==> config.mk <==
export PLATFORM = sky130hd
export DESIGN_NAME = lz77_core_arbiter
export DESIGN_NICKNAME = d
export VERILOG_FILES = /design/src/rtl/lz77_arb_pkg.sv /design/src/rtl/lz77_byte_fifo.sv /design/src/rtl/lz77_core_arbiter.sv
export SDC_FILE = /design/constraint.sdc
export NUM_CORES = 1
export LEC_CHECK = 0
export CORE_MARGIN = 2
export CORE_UTILIZATION = 45
export CTS_BUF_LIST = sky130_fd_sc_hd__clkbuf_2 sky130_fd_sc_hd__clkbuf_4 sky130_fd_sc_hd__clkbuf_8
export CTS_CLUSTER_DIAMETER = 30
export CTS_CLUSTER_SIZE = 10
export DETAILED_ROUTE_END_ITERATION = 16
export PLACE_DENSITY = 0.75
export SYNTH_ARGS = -nofsm -noshare
export SYNTH_HDL_FRONTEND = slang
export SYNTH_SLANG_ARGS = --single-unit
==> constraint.sdc <==
create_clock -name clk -period 4.1 [get_ports clk]
set_input_delay 0.82 -clock clk [delete_from_list [all_inputs] [get_ports clk]]
set_output_delay 0.82 -clock clk [all_outputs]
set_load 0.01 [all_outputs]
==> src/rtl/lz77_arb_pkg.sv <==
// Shared types for the LZ77 core arbiter: FSM states, FIFO entry layout
// and the FIFO address-width helper.
package lz77_arb_pkg;

    typedef enum logic [2:0] {
        IDLE,
        FILL,
        START,
        RUN,
        DRAIN,
        RELEASE
    } state_e;

    localparam int TOKEN_W_DEFAULT = 14;

    typedef struct packed {
        logic       last;
        logic [7:0] data;
    } fifo_entry_t;

    function automatic int fifo_aw(input int depth);
        return (depth > 1) ? $clog2(depth) : 1;
    endfunction

endpackage

==> src/rtl/lz77_byte_fifo.sv <==
// Byte FIFO with a per-entry last flag; supports push and pop in the same
// cycle (including when full) and a synchronous flush.
module lz77_byte_fifo
    import lz77_arb_pkg::*;
#(
    parameter int DEPTH = 8
) (
    input  logic        clk,
    input  logic        rst,
    input  logic        clr,
    input  logic        push,
    input  logic        pop,
    input  fifo_entry_t din,
    output fifo_entry_t head,
    output logic        full,
    output logic        empty
);

    localparam int AW = fifo_aw(DEPTH);
    localparam int CW = AW + 1;

    fifo_entry_t   mem_q [DEPTH];
    fifo_entry_t   mem_d [DEPTH];
    logic [AW-1:0] wr_ptr_q, wr_ptr_d;
    logic [AW-1:0] rd_ptr_q, rd_ptr_d;
    logic [CW-1:0] count_q, count_d;
    logic          do_push;
    logic          do_pop;

    assign full    = (count_q == CW'(DEPTH));
    assign empty   = (count_q == '0);
    assign head    = mem_q[rd_ptr_q];
    assign do_pop  = pop && !empty;
    assign do_push = push && (!full || do_pop);

    always_comb begin
        // NOTE: every always_comb output gets a default first so no path infers a latch.
        mem_d    = mem_q;
        wr_ptr_d = wr_ptr_q;
        rd_ptr_d = rd_ptr_q;
        count_d  = count_q;
        if (clr) begin
            wr_ptr_d = '0;
            rd_ptr_d = '0;
            count_d  = '0;
        end else begin
            if (do_push) begin
                mem_d[wr_ptr_q] = din;
                wr_ptr_d        = wr_ptr_q + 1'b1;
            end
            if (do_pop) begin
                rd_ptr_d = rd_ptr_q + 1'b1;
            end
            case ({do_push, do_pop})
                2'b10:   count_d = count_q + 1'b1;
                2'b01:   count_d = count_q - 1'b1;
                default: count_d = count_q;
            endcase
        end
    end

    // NOTE: storage is not reset; pointers and count alone define which entries are valid.
    always_ff @(posedge clk) begin
        mem_q <= mem_d;
    end

    // NOTE: sequential state uses non-blocking assignments only.
    always_ff @(posedge clk) begin
        if (rst) begin
            wr_ptr_q <= '0;
            rd_ptr_q <= '0;
            count_q  <= '0;
        end else begin
            wr_ptr_q <= wr_ptr_d;
            rd_ptr_q <= rd_ptr_d;
            count_q  <= count_d;
        end
    end

endmodule

==> src/rtl/lz77_core_arbiter.sv <==
// Round-robin owner of a shared LZ77 core: buffers the owner's block in a
// byte FIFO, sequences core start/done and routes tokens back to the owner.
module lz77_core_arbiter
    import lz77_arb_pkg::*;
#(
    parameter int N_CLI      = 2,
    parameter int FIFO_DEPTH = 8,
    parameter int TOKEN_W    = TOKEN_W_DEFAULT
) (
    input  logic                 clk,
    input  logic                 rst,
    input  logic [N_CLI-1:0]     cli_req,
    input  logic [8*N_CLI-1:0]   cli_data,
    input  logic [N_CLI-1:0]     cli_valid,
    input  logic [N_CLI-1:0]     cli_last,
    output logic [N_CLI-1:0]     cli_ready,
    output logic [N_CLI-1:0]     cli_grant,
    output logic [TOKEN_W-1:0]   cli_tok,
    output logic [N_CLI-1:0]     cli_tok_valid,
    output logic [N_CLI-1:0]     cli_done,
    output logic                 core_start,
    output logic [7:0]           core_data,
    output logic                 core_last,
    input  logic                 core_load,
    input  logic [TOKEN_W-1:0]   core_token,
    input  logic                 core_token_valid,
    input  logic                 core_done,
    output logic                 underrun
);

    localparam int OW = (N_CLI > 1) ? $clog2(N_CLI) : 1;

    state_e        state_q, state_d;
    logic [OW-1:0] owner_q, owner_d;
    logic [OW-1:0] rr_q, rr_d;
    logic          last_seen_q, last_seen_d;
    logic          underrun_q, underrun_d;

    logic          fifo_push, fifo_pop, fifo_clr;
    logic          fifo_full, fifo_empty;
    fifo_entry_t   fifo_din, fifo_head;

    logic [N_CLI-1:0] owner_oh;
    logic             filling;
    logic             head_live;
    logic             tok_live;
    logic             pick_found;
    logic [OW-1:0]    pick_idx;
    logic [OW-1:0]    cand;

    lz77_byte_fifo #(.DEPTH(FIFO_DEPTH)) u_fifo (
        .clk   (clk),
        .rst   (rst),
        .clr   (fifo_clr),
        .push  (fifo_push),
        .pop   (fifo_pop),
        .din   (fifo_din),
        .head  (fifo_head),
        .full  (fifo_full),
        .empty (fifo_empty)
    );

    assign owner_oh      = N_CLI'(1) << owner_q;
    assign filling       = ((state_q == FILL) || (state_q == RUN)) && !fifo_full && !last_seen_q;
    assign fifo_push     = filling && cli_valid[owner_q];
    assign fifo_din.data = cli_data[8*owner_q +: 8];
    assign fifo_din.last = cli_last[owner_q];
    assign head_live     = (state_q == RUN) && !fifo_empty;
    assign tok_live      = core_token_valid && (state_q != IDLE);

    assign cli_ready     = filling ? owner_oh : '0;
    assign cli_grant     = ((state_q != IDLE) && (state_q != RELEASE)) ? owner_oh : '0;
    assign cli_done      = (state_q == RELEASE) ? owner_oh : '0;
    assign cli_tok       = tok_live ? core_token : '0;
    assign cli_tok_valid = tok_live ? owner_oh : '0;
    assign core_start    = (state_q == START);
    assign core_data     = head_live ? fifo_head.data : 8'h00;
    assign core_last     = head_live && fifo_head.last;
    assign underrun      = underrun_q;

    // Scan downward so the lowest offset from the RR pointer wins.
    always_comb begin
        pick_found = 1'b0;
        pick_idx   = '0;
        cand       = '0;
        for (int k = N_CLI - 1; k >= 0; k--) begin
            cand = OW'((int'(rr_q) + k) % N_CLI);
            if (cli_req[cand]) begin
                pick_found = 1'b1;
                pick_idx   = cand;
            end
        end
    end

    always_comb begin
        state_d     = state_q;
        owner_d     = owner_q;
        rr_d        = rr_q;
        last_seen_d = last_seen_q;
        underrun_d  = underrun_q;
        fifo_pop    = 1'b0;
        fifo_clr    = 1'b0;
        case (state_q)
            IDLE: begin
                if (pick_found) begin
                    owner_d = pick_idx;
                    state_d = FILL;
                end
            end
            FILL: begin
                if (fifo_full || last_seen_q) state_d = START;
            end
            START: state_d = RUN;
            RUN: begin
                if (core_load) begin
                    if (fifo_empty) begin
                        underrun_d = 1'b1;
                    end else begin
                        fifo_pop = 1'b1;
                        if (fifo_head.last) state_d = DRAIN;
                    end
                end
                if (core_done) state_d = RELEASE;
            end
            DRAIN: begin
                if (core_done) state_d = RELEASE;
            end
            RELEASE: begin
                fifo_clr    = 1'b1;
                last_seen_d = 1'b0;
                rr_d        = (owner_q == OW'(N_CLI - 1)) ? '0 : owner_q + 1'b1;
                state_d     = IDLE;
            end
            default: state_d = IDLE;
        endcase
        if (fifo_push && cli_last[owner_q]) last_seen_d = 1'b1;
    end

    always_ff @(posedge clk) begin
        if (rst) begin
            state_q     <= IDLE;
            owner_q     <= '0;
            rr_q        <= '0;
            last_seen_q <= 1'b0;
            underrun_q  <= 1'b0;
        end else begin
            state_q     <= state_d;
            owner_q     <= owner_d;
            rr_q        <= rr_d;
            last_seen_q <= last_seen_d;
            underrun_q  <= underrun_d;
        end
    end

endmodule

==> run summary <==
Status: completed
Residual DRC: 0
Fillers: 667
# IOs: 74
Final Skew: 0.00635 ns
Prevailing post-synth register cell: edfxtp_1
Tightest Pin Transition: 0.866 ns
Area Growth Syn to Fin: 28.8%
CTS tree: done
Die H: 97.9 microns
Worst setup EP type: output pin
#FFs+latches synth: 89
Post-Synthesis Cells: 274
Crit-path max FO: 16
H-Tree Depth: 3
Final Slew Violations: 0
EDFF count, synth: 72
DRT iter0 DRCs: 149
DP HPWL: 5450 microns
# diodes: 0
Setup TNS: 0 ns
Cell variety after synth: 42
Vias: 2493
Clock tree sinks: 89
Hold Path Stages: 2
Initial Utilization: 46.0%
RSZ-0062 raised after global routing: false
Min-Delay Path Class: reg -> reg
Avg Synthesized Cell Area: 14.5 sq um
Final period utilization: 83.5%
Post-route cell area: 5110 sq um
Peak supply drop: 0.268 mV
Resized cells post-CTS: 0
Site Rows: 34
Post-Place Cell Area: 4890 sq um
Root buf cell: clkbuf_8
Static Leak: 1.72 nW
Setup ws final: 0.675 ns
Synth top cells by count: edfxtp_1 (72), nor2_1 (35), and2_1 (18)
Ys async rst share: 0%
Startpoint types: input pin
I/O Buffers: 73
Routed Antenna Nets: 0
# hold bufs at CTS: 0
Yosys top cell area share: 54.5%
Die Wd: 97.9 microns
Largest net degree at the start of global routing: 23
DR vias/cell: 5.27
Clk_lat worst skew: 0.35 ns
Cts bufs inserted: 9
Top post-synthesis cells by area: edfxtp_1 (54%), dfxtp_1 (8.6%), mux4_2 (6.2%), mux4_1 (4.0%), nor2_1 (3.3%)
Max clock buf depth: 2
Dpl ws: 0.661 ns
Cell with the most instances after synthesis: edfxtp_1
Initial antenna violation count: 0
Critical Path RT: 3.28 ns
Die area: 9590 sq um
Total track usage: 16.8%
Final min period: 3.43 ns
Worst Hold Slack: 0.478 ns
First-pass DRT Iterations: 4
Crit Path Category: in -> out
Worst Reg-to-Reg Cells: 9
Synthesized net count: 321
First-pass GRT wire length: 12300 microns
Cell area after synthesis: 3970 sq um
Slew headroom: 42.2%
Sequential share of the synthesized area: 63.0%
Share of cells above drive strength 1: 14.5%
Final WL: 7890 microns
Fin nets: 407
Worst EP arrival: 2.61 ns
Final setup violation count: 0
WL per Instance: 16.7 microns
Vias in the first global route: 2437
Cell taking the most area after synthesis: edfxtp_1
Maximum clock frequency: 292 MHz
Number of post-CTS setup repair buffers: 0
Congestion Overflow GR: 0
Fin. Hold Viols: 0
YS warnings: 0
Core Util, Final: 59.2%
Clock Pin Slew Worst Setup and Hold Paths: 0.08 ns
MaxCap Viol Count: 0
Core footprint: 8640 sq um
GPL Wtd Cong: 0.831
PD cells: 395 nW/um^2
==> cells by family (layout without fill, tap and decap cells) <==
group,Yosys count,after routing,synth area share (%)
compound gates,20,20,3.31
xor+xnor,7,7,1.54
fa+ha+maj,6,6,2.08
mux,40,40,16.3
flops,89,89,63.0
simple gates,93,93,11.7
buf+inv,19,110,2.05
==> flip-flops by register name, indices dropped and copies added (netlist names) <==
| name | flops |
|---|---|
| state_q | 3 |
| owner_q | 1 |
| underrun | 1 |
| rr_q | 1 |
| u_fifo.wr_ptr_q | 3 |
| u_fifo.count_q | 4 |
| u_fifo.rd_ptr_q | 3 |
| u_fifo.mem_q | 72 |
| last_seen_q | 1 |
==> critical path: stages <==
cell and delay [ns]:
clkdlybuf4s50_1 0.45, nor2b_1 0.58, and2_1 0.22, clkdlybuf4s50_1 0.54
==> path summary, 6_finish.rpt <==
kind,end,startpoint,slack [ns]
max,cli_tok[13],core_token_valid,0.67
min reg2reg,underrun,underrun,0.48
min,underrun,underrun,0.48
max reg2reg,u_fifo.count_q[3],u_fifo.count_q[0],1.27
==> per-stage QoR <==
step / power, W / instances
after floorplan: 0.00124 / 274
after global placement: 0.00138 / 457
after detailed placement: 0.00139 / 457
after CTS: 0.00204 / 473
after global routing: 0.00210 / 473
final: 0.00202 / 473
==> power by group <==
group	switching (W)	total [W]	internal [W]	leakage [nW]
registers	0.0000279	0.00105	0.00102	0.787
clock network	0.000298	0.000651	0.000353	0.109
logic	0.000154	0.000324	0.000170	0.824
total	0.000480	0.00202	0.00154	1.72
==> cell type report <==
type                    count  area, sq um  share of cell area (%)
repair buffers             88          843                    16.5
clock buffers              10          131                    2.57
flip-flops and latches     89         2500                    48.9
well taps                 108          135                    2.64
multi-input cells         166         1390                    27.1
clock inverters             6         91.3                    1.79
inverters                   6         22.5                   0.441
==> cell usage in the layout, fill, tap and decap left out, types with 2 or more instances in the layout <==
cell | Yosys | routed
a21oi_1 | 6 | 6
a22oi_1 | 2 | 2
and2_1 | 18 | 18
buf_4 | 0 | 15
bufinv_16 | 0 | 2
clkbuf_8 | 0 | 9
clkdlybuf4s50_1 | 0 | 73
dfxtp_1 | 17 | 17
edfxtp_1 | 72 | 72
ha_1 | 5 | 5
inv_1 | 6 | 6
mux2_2 | 10 | 10
mux2i_1 | 13 | 13
mux4_1 | 6 | 6
mux4_2 | 11 | 11
nand2_1 | 11 | 11
nand2b_1 | 2 | 2
nand3_1 | 4 | 4
nor2_1 | 35 | 35
nor2b_1 | 3 | 3
nor3_1 | 8 | 8
nor3b_1 | 2 | 2
o21ai_0 | 4 | 4
o311ai_0 | 2 | 2
xnor2_1 | 3 | 3
xor2_1 | 4 | 4
==> layer usage <==
layer / track usage, % / vias to the layer above / routed length, microns
li1: - / 1205 / -
met3: 1.79 / 8 / 234
met2: 29.9 / 52 / 4130
met4: 7.48 / 0 / 138
met5: 0 / - / 0
met1: 20.8 / 1228 / 3390
Power figures use the tool's default switching activity.
